[config.mk]
export PLATFORM = sky130hd
export DESIGN_NAME = vga_timing_gen
export DESIGN_NICKNAME = d
export VERILOG_FILES = /design/src/rtl/vga_timing_gen.sv
export SDC_FILE = /design/constraint.sdc
export NUM_CORES = 1
export LEC_CHECK = 0
export CORE_UTILIZATION = 54
export CTS_BUF_LIST = sky130_fd_sc_hd__clkbuf_16
export CTS_CLUSTER_DIAMETER = 100
export DETAILED_ROUTE_END_ITERATION = 6
export PLACE_DENSITY = 0.8
export SLEW_MARGIN = 20
export SYNTH_ARGS = -nofsm -noshare
export SYNTH_HDL_FRONTEND = slang
export SYNTH_SLANG_ARGS = --single-unit
[constraint.sdc]
create_clock -name clk -period 2.9 [get_ports clk]
set_clock_uncertainty 0.15 [all_clocks]
set_input_delay 0.58 -clock clk [delete_from_list [all_inputs] [get_ports clk]]
set_output_delay 0.58 -clock clk [all_outputs]
set_load 0.02 [all_outputs]
[src/rtl/vga_timing_gen.sv]
// ---------------------------------------------------------------------------
// vga_timing_gen
//
// Raster timing generator for the scoreboard display. Produces the pixel
// coordinates consumed combinationally by the glyph blocks, together with
// the sync, active-video, line/frame strobes and the colon blink phase.
// Every output is a register. The qualifiers are computed from the next
// counter values, so they are valid in the same cycle as the coordinate
// they describe.
//
// Ports:
//   clk          pixel/system clock, rising-edge active
//   reset        synchronous, active-high; takes priority over pix_ce
//   pix_ce       pixel-rate enable; the raster advances only when high
//   pixel_x      current horizontal position, 0..H_TOTAL-1
//   pixel_y      current line, 0..V_TOTAL-1
//   video_on     high while (pixel_x, pixel_y) lies in the visible area
//   hsync        horizontal sync, asserted level given by HSYNC_POL
//   vsync        vertical sync, asserted level given by VSYNC_POL
//   line_start   one-cycle strobe on the first pixel of each new line
//   frame_start  one-cycle strobe on the first pixel of each new frame
//   blink        colon phase, toggles once every BLINK_FRAMES frames
// ---------------------------------------------------------------------------
module vga_timing_gen #(
   parameter int unsigned H_ACTIVE     = 1024,
   parameter int unsigned H_FP         = 24,
   parameter int unsigned H_SYNC       = 136,
   parameter int unsigned H_BP         = 160,
   parameter int unsigned V_ACTIVE     = 768,
   parameter int unsigned V_FP         = 3,
   parameter int unsigned V_SYNC       = 6,
   parameter int unsigned V_BP         = 29,
   parameter logic        HSYNC_POL    = 1'b0,
   parameter logic        VSYNC_POL    = 1'b0,
   parameter int unsigned BLINK_FRAMES = 30
) (
   input  logic        clk,
   input  logic        reset,
   input  logic        pix_ce,
   output logic [10:0] pixel_x,
   output logic [9:0]  pixel_y,
   output logic        video_on,
   output logic        hsync,
   output logic        vsync,
   output logic        line_start,
   output logic        frame_start,
   output logic        blink
);

   // ------------------------------------------------------------------
   // Raster geometry, expressed at the counter widths so every compare
   // below is between equal-width unsigned operands.
   // ------------------------------------------------------------------
   localparam int unsigned H_TOTAL = H_ACTIVE + H_FP + H_SYNC + H_BP;
   localparam int unsigned V_TOTAL = V_ACTIVE + V_FP + V_SYNC + V_BP;

   localparam logic [10:0] H_LAST     = 11'(H_TOTAL - 1);
   localparam logic [10:0] H_VIS_END  = 11'(H_ACTIVE);
   localparam logic [10:0] HS_START   = 11'(H_ACTIVE + H_FP);
   localparam logic [10:0] HS_END     = 11'(H_ACTIVE + H_FP + H_SYNC);

   localparam logic [9:0]  V_LAST     = 10'(V_TOTAL - 1);
   localparam logic [9:0]  V_VIS_END  = 10'(V_ACTIVE);
   localparam logic [9:0]  VS_START   = 10'(V_ACTIVE + V_FP);
   localparam logic [9:0]  VS_END     = 10'(V_ACTIVE + V_FP + V_SYNC);

   // The blink counter needs at least one bit even when BLINK_FRAMES is 1;
   // in that case it stays at 0 and every frame toggles the phase.
   localparam int unsigned           BLINK_W    = (BLINK_FRAMES > 1) ? $clog2(BLINK_FRAMES) : 1;
   localparam logic [BLINK_W-1:0]    BLINK_LAST = BLINK_W'(BLINK_FRAMES - 1);

   // ------------------------------------------------------------------
   // Next-position and next-qualifier logic
   // ------------------------------------------------------------------
   logic [10:0]        x_next;
   logic [9:0]         y_next;
   logic               x_wrap;
   logic               y_wrap;
   logic               video_next;
   logic               hsync_next;
   logic               vsync_next;
   logic [BLINK_W-1:0] blink_cnt;

   // NOTE: every signal assigned in this block gets a default first, so no
   // path through it can leave a value unassigned and infer a latch.
   always_comb begin
      x_wrap = (pixel_x == H_LAST);
      y_wrap = (pixel_y == V_LAST);

      x_next = x_wrap ? 11'd0 : pixel_x + 11'd1;
      y_next = pixel_y;
      if (x_wrap) begin
         y_next = y_wrap ? 10'd0 : pixel_y + 10'd1;
      end

      // Qualifiers follow the coordinate they will be registered alongside.
      video_next = (x_next < H_VIS_END) && (y_next < V_VIS_END);
      hsync_next = ((x_next >= HS_START) && (x_next < HS_END)) ? HSYNC_POL : ~HSYNC_POL;
      vsync_next = ((y_next >= VS_START) && (y_next < VS_END)) ? VSYNC_POL : ~VSYNC_POL;
   end

   // ------------------------------------------------------------------
   // Raster registers
   // ------------------------------------------------------------------
   // NOTE: sequential state uses non-blocking assignments so every register
   // samples the pre-edge values, independent of statement order.
   always_ff @(posedge clk) begin
      if (reset) begin
         // A reset-induced return to (0,0) is not a wrap: no strobes.
         pixel_x     <= 11'd0;
         pixel_y     <= 10'd0;
         video_on    <= 1'b1;
         hsync       <= ~HSYNC_POL;
         vsync       <= ~VSYNC_POL;
         line_start  <= 1'b0;
         frame_start <= 1'b0;
      end else begin
         // Strobes last exactly one clk, even when pix_ce stays low after.
         line_start  <= 1'b0;
         frame_start <= 1'b0;
         if (pix_ce) begin
            pixel_x     <= x_next;
            pixel_y     <= y_next;
            video_on    <= video_next;
            hsync       <= hsync_next;
            vsync       <= vsync_next;
            line_start  <= x_wrap;
            frame_start <= x_wrap && y_wrap;
         end
      end
   end

   // ------------------------------------------------------------------
   // Blink phase: counts frame_start strobes. The strobe is consumed on
   // the edge that ends it, so the new phase appears one cycle after the
   // frame_start that completes a half-period.
   // ------------------------------------------------------------------
   always_ff @(posedge clk) begin
      if (reset) begin
         blink_cnt <= '0;
         blink     <= 1'b0;
      end else if (frame_start) begin
         if (blink_cnt == BLINK_LAST) begin
            blink_cnt <= '0;
            blink     <= ~blink;
         end else begin
            blink_cnt <= blink_cnt + BLINK_W'(1);
         end
      end
   end

endmodule

## After elaboration in Yosys (flattened, before gate mapping)

Index checks and enable logic that the tools add are counted.
Widths: inputs -> output; s select.

- Bits in registers: 32

- Add/subtract/negate cells: 3
- Order comparisons: 6
- Eq/ne operators: 3
- Mux-type cells: 6
- Bitwise operators: 2
- Reduce and logical (&&, ||, !) cells: 6

Operator list:

| cell | number |
|---|---|
| $lt 11x11->1 const B | 2 |
| $lt 10x10->1 const B | 2 |
| $mux 10 | 2 |
| $add 11x1->11 const B | 1 |
| $eq 11x11->1 const B | 1 |
| $ge 11x11->1 const B | 1 |
| $mux 11 | 1 |
| $add 10x1->10 const B | 1 |
| $eq 10x10->1 const B | 1 |
| $ge 10x10->1 const B | 1 |
| $add 5x1->5 const B | 1 |
| $eq 5x5->1 const B | 1 |
| $mux 5 | 1 |
| $logic_and 1x1->1 | 4 |
| $mux 1 | 2 |
| $not 1->1 | 2 |
| $reduce_and 2->1 | 1 |
| $reduce_or 2->1 | 1 |

## Depth between registers and ports, before layout

Gate-level depths: netlist (run 1).

- Word-level depth: 6
- Depth in mapped cells: 9

## Worst setup path before layout (run 1)

Ideal clock, no wire load.

- Path type: register to register
- From: register pixel_y[0]
- To: register vsync
- Setup time: 0.120 ns
- Arrival time: 2.180 ns
- Data required time: 2.630 ns
- Slack: 0.450 ns
- Stages on the path, launching flop included: 8
- Buffers on the path: 0
- Period minus slack after synthesis: 2.450 ns
- Cells stage by stage: dfxtp_1 > ha_1 > nand4bb_4 > or3_1 > a221oi_2 > o221ai_1 > mux2_2 > o31a_1

- Word-level cells in the longest chain between the ends: 6
- Elaborated cells on any way between the ends: 8
- Those cells by class: add/sub: 1; order compare: 2; eq/ne: 1; mux: 3; reduce/logical: 1

Ends and longest elaborated chain:

| item | RTL line | RTL |
|---|---|---|
| start: declaration | 41 | `output logic [9:0] pixel_y,` |
| start signal: assignment | 123 | `pixel_y <= y_next;` |
| $add 10x1->10 / $eq 10x10->1 (equally long branches) | 93, 88 |  |
| $mux 10 | 93 | `y_next = y_wrap ? 10'd0 : pixel_y + 10'd1;` |
| $mux 10 * | 92 | `if (x_wrap) begin` |
| $ge 10x10->1 / $lt 10x10->1 (equally long branches) | 99 | `vsync_next = ((y_next >= VS_START) && (y_next < VS_END)) ? VSYNC_POL : ~VSYNC_POL;` |
| $logic_and 1x1->1 * | 99 |  |
| $mux 1 * | 99 |  |
| end signal: assignment | 114 | `vsync <= ~VSYNC_POL;` |
| end signal: assignment | 126 | `vsync <= vsync_next;` |
| end: declaration | 44 | `output logic vsync,` |

Mark *: on every way between the ends. The rest lies on a longest branch, timed or not.
A chain may end at the register's enable or synchronous reset.

## Worst setup path in the final report (run 1)

- From: register pixel_x[0]
- To: register vsync

- Word-level cells in the longest chain between the ends: 5
- Elaborated cells on any way between the ends: 6
- Those cells by class: order compare: 2; eq/ne: 1; mux: 2; reduce/logical: 1

Ends and longest elaborated chain:

| item | RTL line | RTL |
|---|---|---|
| start: declaration | 40 | `output logic [10:0] pixel_x,` |
| start signal: assignment | 122 | `pixel_x <= x_next;` |
| $eq 11x11->1 * | 87 | `x_wrap = (pixel_x == H_LAST);` |
| $mux 10 * | 92 |  |
| $ge 10x10->1 / $lt 10x10->1 (equally long branches) | 99 |  |
| $logic_and 1x1->1 * | 99 |  |
| $mux 1 * | 99 |  |

Marks and branches as above.

==> summary by stage, run 1 <==
Setup path
The top cell family by delay on the critical path is compound AO/OA/AOI/OAI gates. The startpoint identified for the worst register-to-register timing path is pixel_x[0]. The signal on the critical path passes through ha_1 -> nand4_2 -> o21a_1 -> nor2_1 -> mux2_2 -> o31a_1. Data on the critical path is required at its endpoint by 2.91 ns. For the worst setup path, the data arrival time is around 2.6 ns. The type of element capturing the critical path is a flip-flop.

The startpoint class of the critical path is a flip-flop. The largest single stage delay on the critical path is ~0.46 ns. The register-to-register setup slack is approximately 0.36 ns. The start-to-end type of the worst setup path is flip-flop to flip-flop. The total buffers and inverters traversed by the critical path is 0. The maximum fanout along the worst path is 13. In this run the critical register-to-register path is captured at vsync. The worst reg-to-reg path cell count is 6. The slowest cell on the critical path is dfxtp_1.

Routing
Once detail routing completed, the nets flagged for antenna violations numbered 0. For this run, design rule violations remaining after detail routing come to 0. The pre-antenna-repair detailed-routing pass consisted of 4 iterations. Summed over all layers, the routed wires come to 4.62 mm. The routed via count is 1848. After detailed routing, the number of vias per cell comes to between 5 and 6. The initial DRC count is 118.

In the final routed layout, each cell accounts on average for 14.4 um.

STA
The final number of max-transition violations is 0. The headroom to the max-slew limit is about two thirds. The routed design could run at a clock period as short as 2.54 ns. The worst setup margin is 0.361 ns. The post-route setup TNS is 0 ns.

The pin slew with the least headroom to its limit is 0.520 ns. Setup repair after global routing left no endpoint under its margin. After layout, the worst path uses 87.5% of the clock period. The number of hold-slack violations in the final timing report is 0. Static timing analysis puts the maximum clock frequency at 394 MHz. Setup violations remaining at the end of the flow were counted as 0.

Placed design
The half-perimeter wire length of the detailed placement result is 3.16 mm. Prior to clock tree synthesis, the placed netlist has a worst setup slack of 0.373 ns. Buffers placed on the I/O ports in this run total 29.

Once placement completed, the tool counted placed cells totaling 314. In this run the cell area measured after placement is 2300 um2. The global placer's final weighted congestion is about 0.87.

Min path
The worst hold path belongs to the class flip-flop to flip-flop. For hold timing, the worst endpoint is blink_cnt[4]. The worst hold path begins at blink_cnt[4]. Along the worst hold path, the cell count comes to 2.

Global routing
The number of antenna violations at the first check in global routing is 0. Global routing finished with a remaining overflow of 0. The overall routing resource usage is 25.0%. The number of global-route vias before repair came to roughly 1600. The first global-routing pass estimated 7.80 mm of wire. Entering global routing, the biggest net connects 27 pins.

Yosys
Yosys printed 0 warnings. The library cell occupying the most area in the post-synthesis netlist is dfxtp_1. Sorting the synthesized cells by area gives the leading types as dfxtp_1, nor2_1, a21oi_1. In this run the biggest area consumer among cell types represents 31.8% of the synthesized area. The post-synthesis register bit count is 32.

In this run the mean area of a mapped cell was 7.98 um2. For this run, asynchronously set or reset flops after synthesis account for 0%. Yosys mapped a number of flops with a built-in enable equal to 0. The number of nets in the synthesized netlist is between 200 and 300. In the synthesized netlist the dominant register cell turns out to be dfxtp_1. The sequential fraction of the synthesis area is about a third. After technology mapping, the gate count stands at 252. The cell area that synthesis handed to floorplanning was 2010 um2. The number of unique standard cell types used by synthesis is between 50 and 60.

Flow run
The number of max-cap violations is 0.

CTS
TritonCTS built the clock tree. The count of hold-fix buffers inserted at cts is 0. Clock-pin slew was measured on the worst setup and hold paths at about 0.050 ns.

The maximum clock path buffer count is 2. The clock reaches the later pin of the worst-skew pair after 0.28 ns. In this run the clock root is driven by a clkbuf_16.

The clock sink count is 32. The H-tree was split into 2 levels. Once the clock tree was built, the resizer swapped 0 gates to a different size. After clock tree synthesis, the setup repair step added 0 buffers. The number of buffers created by CTS is 5.

Finish
The cell area after layout is between 2000 and 2500 um2. Of the cells placed in the final design, the portion with a size suffix greater than 1 is ~7.2%. The area growth from synthesis to layout is 22.5%.

The storage element area is 641 um2. The most common cell after layout, fill and taps aside is nor2_1. The number of antenna diodes in the final layout is 0.

The multi-input gate area in the final layout is about 1300 um2. The top cell types in the final layout, fill and taps aside, are nor2_1, dfxtp_1, clkdlybuf4s50_1. For this run, the post-layout net count is 284. The number of fillers in the final layout is 281. The number of non-filler instances in the completed layout is approximately 320.

Power
Power comes to roughly 1.1 mW. Summed over all cells, the static leakage comes to 0.823 nW. The worst supply voltage drop on vdd is 0.000369 V.

The power per unit of standard cell area is 437 nW/um2.

Floorplanning
The I/O pin count is 30. The floorplan step defined a die boundary enclosing 3970 um2. The height of the die is 63.0 um. After floorplanning, the core was sized to cover about 3400 um2. Once the floorplan was initialized, standard cells occupied 58.5% of the core. The width of the die is 63.0 um. The standard-cell row count is 21.

Status
The run finished with clean final reports.
## flip-flops by register name, indices dropped and copies added (netlist names)
signal and count:
vsync 1, pixel_x 11, line_start 1, frame_start 1
video_on 1, pixel_y 10, hsync 1, blink_cnt 5
blink 1
## worst reg2reg max path, cell delays in order (launching register included)
cell and delay (ns):
dfxtp_1 0.46, ha_1 0.40, nand4_2 0.37, o21a_1 0.28, nor2_1 0.14, mux2_2 0.35, o31a_1 0.28
## logic make-up (layout without fill, tap and decap cells)
logic type      after synthesis  in the layout  share of synthesized area [%]
xor+xnor                     14             14                           6.09
simple gates                124            124                           33.9
flops                        32             32                           31.8
fa+ha+maj                     6              6                           3.73
mux                           7              7                           3.61
compound gates               47             47                           15.3
buf+inv                      22             46                           5.53
## final cells by class
type	count	area share [%]
flip-flops and latches	32	26.0
clock buffers	5	5.08
inverters	4	0.609
multi-input cells	198	51.1
well taps	46	2.34
clock inverters	3	1.52
repair buffers	34	13.3
## routing by layer
layer  vias to the layer above  GRT usage [%]  share of wire [%]
met3                         9           4.56                5.6
li1                        941              -                  -
met4                         0           11.3                1.8
met1                       835           33.9                 48
met2                        63           38.2                 45
met5                         -              0                  0
## through the flow
| step | utilization (%) | hold slack (ns) |
|---|---|---|
| final | 71.6 | 0.370 |
| after global routing | 71.6 | 0.424 |
| after CTS | 71.6 | 0.371 |
| after detailed placement | 66.8 | 0.358 |
| after global placement | 66.8 | 0.343 |
| after floorplan | - | 0.329 |
## power breakdown
group	total, mW	switching [mW]	internal, mW
Sequential	0.453	0.00818	0.444
Clock	0.579	0.181	0.398
Combinational	0.0454	0.0255	0.0199
Total	1.08	0.215	0.863
## worst max-delay path by stage
stage          startpoint  endpoint  slack, ns  depth (start not counted)
2_1_floorplan  pixel_y[0]     vsync       0.45                          7
3_5_place_dp   pixel_x[6]     vsync       0.37                          6
6_report       pixel_x[0]     vsync       0.36                          6
4_1_cts        pixel_x[0]     vsync       0.37                          6
5_1_grt        pixel_x[0]  video_on       0.20                          6
3_3_place_gp   pixel_x[6]     vsync       0.46                          6
## cell usage after synthesis, types with 4 or more instances
| cell type | count |
|---|---|
| xor2_1 | 8 |
| nand2b_1 | 4 |
| mux2i_1 | 5 |
| nor2_1 | 40 |
| and4_1 | 4 |
| or3_1 | 4 |
| and2_1 | 5 |
| dfxtp_1 | 32 |
| nand4b_1 | 4 |
| nor2b_1 | 4 |
| clkbuf_1 | 9 |
| nand4_1 | 5 |
| ha_1 | 6 |
| nor3_1 | 7 |
| nand3_1 | 12 |
| nand2_1 | 19 |
| xnor2_1 | 6 |
| a21oi_1 | 15 |
| o21ai_0 | 11 |
| inv_1 | 4 |
No activity file was read; power rests on OpenSTA's default activity.
==> run 2: changes to the inputs <==
--- a/config.mk
+++ b/config.mk
@@ -9,6 +9,7 @@
 export CTS_BUF_LIST = sky130_fd_sc_hd__clkbuf_16
 export CTS_CLUSTER_DIAMETER = 100
 export DETAILED_ROUTE_END_ITERATION = 6
+export GPL_TIMING_DRIVEN = 0
 export PLACE_DENSITY = 0.8
 export SLEW_MARGIN = 20
 export SYNTH_ARGS = -nofsm -noshare
==> summary by stage, run 2 (synthesis results as in run 1) <==
Status
Status: finished, final reports clean (unchanged).

CTS
The clock tree from TritonCTS is yes (unchanged). The number of buffers created by CTS is 5 (unchanged). The insertion delay to the later sink of the worst-skew pair is 0.28 ns (about the same). The number of resized instances in the post-cts repair step came to 0 (unchanged).

The count of hold-fix buffers inserted at cts is 0 (unchanged). The clock sink count came to 32 (unchanged). The depth of the CTS H-tree is 2 (unchanged).

The maximum clock path buffer count is 2 (unchanged). The root buffer selected by CTS is clkbuf_16 (unchanged). The number of buffers added for setup after CTS is 0 (unchanged). The clock transition at the registers of the reported paths is 0.05 ns (about the same).

Routing
The routed via count came to 1880 (was 1848). The final routed wirelength across all metal layers is 4.60 mm (was 4.62 mm). The number of DRC violations after detailed routing is 0 (unchanged). The routed length per placed instance is 13.8 um (was 14.4 um). The initial DRC count is 110 (was 118). The number of nets with antenna violations after routing is 0 (unchanged).

The ratio of routed vias to standard cells is 5.63 (was 5.74). The first-pass detailed-route iteration total came to 4 (unchanged).

Placed design
The quantity of I/O buffers inserted on ports came to 28 (was 29). The half-perimeter wire length of the detailed placement result came to 3.21 mm (was 3.16 mm). The placed instance count was 326 (was 314).

The post-place setup slack was 0.328 ns (was 0.373 ns). The global placer's final weighted congestion is 0.836 (was 0.869).

Setup path
The top cell family by delay on the critical path is compound AO/OA/AOI/OAI gates (unchanged). The slowest cell on the critical path is dfxtp_1 (unchanged). The type of element capturing the critical path is a flip-flop (unchanged). The reg-to-reg startpoint is pixel_x[0] (unchanged). The data required time of the worst path is 2.91 ns (about the same). The end of the worst register-to-register path was vsync (unchanged). Cell breakdown of the critical path: ha_1 -> clkbuf_1 -> nand4_2 -> buf_6 -> a221oi_2 -> o221ai_1 -> mux2_2 -> o31a_1 (was ha_1 -> nand4_2 -> o21a_1 -> nor2_1 -> mux2_2 -> o31a_1). The maximum fanout along the worst path came to 10 (was 13).

The largest incremental delay on the critical path is 0.47 ns (was 0.46 ns). The total buffers and inverters traversed by the critical path came to 2 (was 0). The start-to-end type of the worst setup path is flip-flop to flip-flop (unchanged). The data arrival time at the worst-slack endpoint is 2.59 ns (was 2.55 ns).

The worst reg-to-reg path cell count came to 8 (was 6). The startpoint class of the critical path is a flip-flop (unchanged). The register-to-register setup slack was 0.32 ns (was 0.36 ns).

Floorplanning
The area of the die is 3970 um2 (unchanged). The width of the die is 63.0 um (unchanged). The initial cell density of the core was 58.5% (unchanged). The height of the die is 63.0 um (unchanged). The area inside the core boundary is 3440 um2 (unchanged). The standard-cell row count is 21 (unchanged). The I/O pin count is 30 (unchanged).

Power
The sequential power share is 45.0% (was 42.0%). The switching power total is 0.227 mW (was 0.215 mW). The leakage power total came to 0.837 nW (was 0.823 nW). The worst supply voltage drop on vdd was 0.000343 V (was 0.000369 V). The cell-internal power is 0.774 mW (was 0.863 mW). The power share of the clock group is 50.4% (was 53.8%). The switching part of the total power is 22.7% (was 19.9%). The power per unit of standard cell area is 402 nW/um2 (was 437 nW/um2). The combinational power share is 4.6% (was 4.2%).

Global routing
The number of global-route vias before repair is 1726 (was 1645). The number of antenna violations at the first check in global routing is 0 (unchanged). The overflow left after global routing is 0 (unchanged). The overall routing resource usage came to 25.5% (was 25.0%). The largest net degree at the start of global routing is 11 (was 27). The wire length of the first global-routing pass came to 8.05 mm (was 7.80 mm).

Finish
Largest registers ranked by flip-flop count: pixel_x (11), pixel_y (10), blink_cnt (5) (unchanged). The area growth from synthesis to layout is 23.8% (was 22.5%). The layout cell share with drive strength beyond 1 is 7.99% (was 7.25%). The net count reported at finish is 296 (was 284).

The multi-input gate area in the final layout is 1260 um2 (unchanged). The core utilization of the finished layout was 72.3% (was 71.6%). The number of flip-flops under the largest register name is 11 (unchanged). The most common cell after layout, fill and taps aside is nor2_1 (unchanged). The number of non-filler instances in the completed layout was 334 (was 322). The number of antenna repair diodes is 0 (unchanged). The number of fillers in the final layout is 287 (was 281). The storage element area is 641 um2 (unchanged). The largest register by flop count is pixel_x (unchanged). Commonest cells after routing, fill and taps aside: nor2_1, dfxtp_1, clkdlybuf4s50_1 (unchanged).

STA
The headroom to the max-slew limit is 65.8% (was 65.1%). RSZ-0062 raised after global routing: no (unchanged). The final number of max-transition violations is 0 (unchanged). The total of endpoints with negative setup slack in the final report is 0 (unchanged).

The period utilization is 88.9% (was 87.5%). The post-route setup TNS is 0 ns (unchanged). The worst setup margin is 0.320 ns (was 0.361 ns). The maximum achievable frequency was 388 MHz (was 394 MHz).

The number of hold-slack violations in the final timing report was 0 (unchanged). The minimum period implied by the final worst setup slack is 2.58 ns (was 2.54 ns). The pin slew with the least headroom to its limit is 0.514 ns (was 0.520 ns).

Min path
The launch point of the worst hold path is blink_cnt[4] (unchanged). The worst hold path depth is 2 (unchanged). The kind of path behind the tightest hold check is flip-flop to flip-flop (unchanged). The hold-critical path endpoint is blink_cnt[4] (unchanged).

Flow run
The number of max-cap violations is 0 (unchanged).
## run 2: changes by cell type in the layout (fill, tap and decap cells not counted), moves of 2 or more
cell / before / now
buf_4: 5 / 0
buf_2: 0 / 3
clkbuf_1: 0 / 9
buf_6: 0 / 3
clkbuf_2: 0 / 2
## run 2: area by class of cell
class,count,area share (%)
clock inverter,3,0.603
sequential,32,25.7
tap,46,2.31
timing repair buffer,28,11.3
multi-input combinational,198,50.6
inverter,4,0.603
clock buffer,5,5.03
buffer,18,3.87
## run 2: worst max-delay path by stage
stage / startpoint / end / slack, ns / cells after the start
2_1_floorplan: pixel_y[0] / vsync / 0.45 / 7
6_report: pixel_x[0] / vsync / 0.32 / 8
4_1_cts: pixel_x[0] / vsync / 0.34 / 8
3_3_place_gp: pix_ce / pixel_x[3] / 0.34 / 6
3_5_place_dp: pix_ce / pixel_x[3] / 0.33 / 6
5_1_grt: pixel_x[0] / vsync / 0.14 / 8
## run 2: per-stage QoR
stage	cell area [um2]	power [mW]	hold WS, ns
finish	2490	1.00	0.375
global route	2490	1.03	0.417
CTS	2490	1.01	0.372
detailed placement	2350	0.505	0.356
global placement	2350	0.505	0.342
floorplan	2010	0.487	0.329
## run 2: layer usage
layer  GRT usage, %  routed length (um)  up-vias
li1               -                   -      966
met5              0                   0        -
met4           8.43                  62        0
met2           42.2                2080       47
met1           32.2                2270      861
met3           6.02                 196        6
## run 2: power groups by stage
stage,clock network (mW),logic (mW),registers [mW]
after floorplan,0,0.0237,0.463
after global placement,0,0.0453,0.459
after detailed placement,0,0.0454,0.459
after CTS,0.511,0.0458,0.450
after global routing,0.527,0.0499,0.451
final,0.505,0.0458,0.450
## run 2: worst reg2reg max path, stage by stage, from the launching register on
cell	delay [ns]
dfxtp_1	0.47
ha_1	0.19
clkbuf_1	0.32
nand4_2	0.23
buf_6	0.20
a221oi_2	0.19
o221ai_1	0.15
mux2_2	0.28
o31a_1	0.28
==> run 3: changes to the inputs <==
--- a/config.mk
+++ b/config.mk
@@ -5,12 +5,12 @@
 export SDC_FILE = /design/constraint.sdc
 export NUM_CORES = 1
 export LEC_CHECK = 0
-export CORE_UTILIZATION = 54
+export CORE_UTILIZATION = 55
 export CTS_BUF_LIST = sky130_fd_sc_hd__clkbuf_16
 export CTS_CLUSTER_DIAMETER = 100
 export DETAILED_ROUTE_END_ITERATION = 6
 export GPL_TIMING_DRIVEN = 0
-export PLACE_DENSITY = 0.8
+export PLACE_DENSITY = 0.81
 export SLEW_MARGIN = 20
 export SYNTH_ARGS = -nofsm -noshare
 export SYNTH_HDL_FRONTEND = slang
==> constraint.sdc (replaced) <==
create_clock -name clk -period 3.2 [get_ports clk]
set_clock_uncertainty 0.15 [all_clocks]
set_input_delay 0.64 -clock clk [delete_from_list [all_inputs] [get_ports clk]]
set_output_delay 0.64 -clock clk [all_outputs]
set_load 0.02 [all_outputs]
==> summary by stage, run 3 (synthesis results as in run 1) <==
Status
Status: finished, final reports clean (unchanged).

Setup path
The worst reg-to-reg path cell count is 7 (was 8). The end of the worst register-to-register path is video_on (was vsync). The maximum fanout along the worst path came to 9 (was 10). The data arrival time at the worst-slack endpoint is 2.62 ns (was 2.59 ns). The type of element capturing the critical path is a flip-flop (unchanged). The register-to-register setup slack is 0.59 ns (was 0.32 ns). The reg-to-reg startpoint is pixel_y[0] (was pixel_x[0]). The start-to-end type of the worst setup path was flip-flop to flip-flop (unchanged).

The data required time of the worst path is 3.21 ns (was 2.91 ns). The critical path launch point is pixel_y[0] (was pixel_x[0]). The startpoint class of the critical path is a flip-flop (unchanged).

STA
The number of hold-slack violations in the final timing report is 0 (unchanged). RSZ-0062 raised after global routing: no (unchanged). The total of endpoints with negative setup slack in the final report came to 0 (unchanged). The maximum achievable frequency is 383 MHz (was 388 MHz). The headroom to the max-slew limit was 66.3% (was 65.8%).

The period utilization is 81.6% (was 88.9%). The final number of max-transition violations is 0 (unchanged). The minimum period implied by the final worst setup slack is 2.61 ns (was 2.58 ns).

The pin slew with the least headroom to its limit is 0.506 ns (was 0.514 ns). The post-route setup TNS came to 0 ns (unchanged).

Finish
Commonest cells after routing, fill and taps aside: nor2_1, dfxtp_1, clkdlybuf4s50_1 (unchanged). The net count reported at finish is 296 (unchanged). The number of fillers in the final layout is 278 (was 287).

The number of flip-flops under the largest register name is 11 (unchanged). The layout cell share with drive strength beyond 1 was 7.99% (unchanged). The area growth from synthesis to layout was 24.9% (was 23.8%).

The number of antenna repair diodes was 0 (unchanged). The multi-input gate area in the final layout is 1260 um2 (unchanged). The largest register by flop count is pixel_x (unchanged).

The most common cell after layout, fill and taps aside is nor2_1 (unchanged). Largest registers ranked by flip-flop count: pixel_x (11), pixel_y (10), blink_cnt (5) (unchanged). The number of non-filler instances in the completed layout is 334 (unchanged). The cell area after layout came to 2510 um2 (was 2490 um2). The storage element area is 641 um2 (unchanged).

CTS
The number of resized instances in the post-cts repair step is 0 (unchanged). The clock tree from TritonCTS was yes (unchanged). The clock sink count came to 32 (unchanged).

The insertion delay to the later sink of the worst-skew pair came to 0.28 ns (about the same). The number of buffers created by CTS is 5 (unchanged). The root buffer selected by CTS is clkbuf_16 (unchanged).

The clock transition at the registers of the reported paths came to 0.05 ns (about the same). The count of hold-fix buffers inserted at cts is 0 (unchanged). The number of buffers added for setup after CTS is 0 (unchanged). The depth of the CTS H-tree is 2 (unchanged). The maximum clock path buffer count is 2 (unchanged).

Routing
The number of nets with antenna violations after routing is 0 (unchanged). The final routed wirelength across all metal layers is 4.58 mm (was 4.60 mm). The first-pass detailed-route iteration total is 4 (unchanged). The ratio of routed vias to standard cells is 5.73 (was 5.63).

The routed via count is 1915 (was 1880). The routed length per placed instance came to 13.7 um (was 13.8 um). The number of DRC violations after detailed routing is 0 (unchanged). The initial DRC count is 186 (was 110).

Global routing
The overflow left after global routing is 0 (unchanged). The global routing met1 resource utilization is 35.0% (was 32.2%). The wire length of the first global-routing pass was 7.96 mm (was 8.05 mm). The global routing's busiest layer was met2 (unchanged). The number of global-route vias before repair was 1700 (was 1726). The overall routing resource usage is 25.4% (was 25.5%). The met3 global-route usage came to 3.83% (was 6.02%). The largest net degree at the start of global routing was 11 (unchanged). The met2 track demand over resource in global routing came to 39.1% (was 42.2%).

The number of antenna violations at the first check in global routing was 0 (unchanged).

Floorplanning
The I/O pin count was 30 (unchanged). The initial cell density of the core is 58.9% (was 58.5%). The standard-cell row count was 21 (unchanged). The width of the die is 62.5 um (was 63.0 um). The area of the die is 3900 um2 (was 3970 um2). The height of the die is 62.5 um (was 63.0 um). The area inside the core boundary came to 3420 um2 (was 3440 um2).

Power
The leakage power total is 0.847 nW (was 0.837 nW). The switching part of the total power was 20.7% (was 22.7%). The power per unit of standard cell area is 392 nW/um2 (was 402 nW/um2). The sequential power share is 41.5% (was 45.0%). The switching power total was 0.204 mW (was 0.227 mW). The power share of the clock group is 54.3% (was 50.4%).

The cell-internal power is 0.780 mW (was 0.774 mW). The worst supply voltage drop on vdd is 0.000338 V (was 0.000343 V). The combinational power share is 4.2% (was 4.6%).

Placed design
The half-perimeter wire length of the detailed placement result is 3.12 mm (was 3.21 mm). The placement-stage cell area was 2350 um2 (unchanged). The quantity of I/O buffers inserted on ports is 28 (unchanged). The placed instance count is 326 (unchanged). The global placer's final weighted congestion is 0.846 (was 0.836).

Min path
The kind of path behind the tightest hold check is flip-flop to flip-flop (unchanged). The launch point of the worst hold path is blink (was blink_cnt[4]). The worst hold path depth is 2 (unchanged). The hold-critical path endpoint is blink (was blink_cnt[4]).

Flow run
The number of max-cap violations is 0 (unchanged).
[run 3: changes by cell type in the layout (fill, tap and decap cells not counted), sizes merged]
| cell | delta |
|---|---|
| clkinvlp | -1 |
| bufinv | +1 |
| clkinv | +1 |
| inv | -1 |
[run 3: area by class of cell]
class                   instances  area share (%)
inverters                       4           0.598
repair buffers                 28            11.2
flip-flops and latches         32            25.5
plain buffers                  18            3.83
well taps                      46            2.29
multi-input cells             198            50.1
clock buffers                   5            4.98
clock inverters                 3            1.49
[run 3: power by group through the flow]
stage | Clock [mW] | Combinational, mW | Sequential (mW)
finish | 0.534 | 0.0417 | 0.408
global route | 0.556 | 0.0460 | 0.409
CTS | 0.536 | 0.0416 | 0.408
detailed placement | 0 | 0.0411 | 0.416
global placement | 0 | 0.0408 | 0.416
floorplan | 0 | 0.0215 | 0.420
[run 3: worst max-delay path by stage]
stage / end / slack, ns
CTS: video_on / 0.64
floorplan: vsync / 0.75
global placement: pixel_x[3] / 0.57
finish: video_on / 0.59
detailed placement: pixel_x[3] / 0.55
global route: vsync / 0.43
[run 3: critical path: stages (launching register included)]
cell      delay, ns
dfxtp_1        0.51
ha_1           0.37
and4_1         0.31
and4_1         0.32
nand4b_1       0.13
nor3b_1        0.15
o22a_1         0.20
a311o_1        0.35
[run 3: routing by layer]
metal	routed length [um]	up-vias
li1	-	965
met1	2170	875
met2	2080	66
met3	264	9
met4	70	0
met5	0	-
[run 3: per-stage QoR]
step / hold slack [ns] / utilization [%] / setup slack, ns / power [mW]
floorplan: 0.329 / - / 0.750 / 0.441
global placement: 0.343 / 68.8 / 0.567 / 0.457
detailed placement: 0.365 / 68.8 / 0.555 / 0.458
CTS: 0.382 / 73.6 / 0.637 / 0.985
global route: 0.415 / 73.6 / 0.431 / 1.01
finish: 0.371 / 73.6 / 0.590 / 0.984
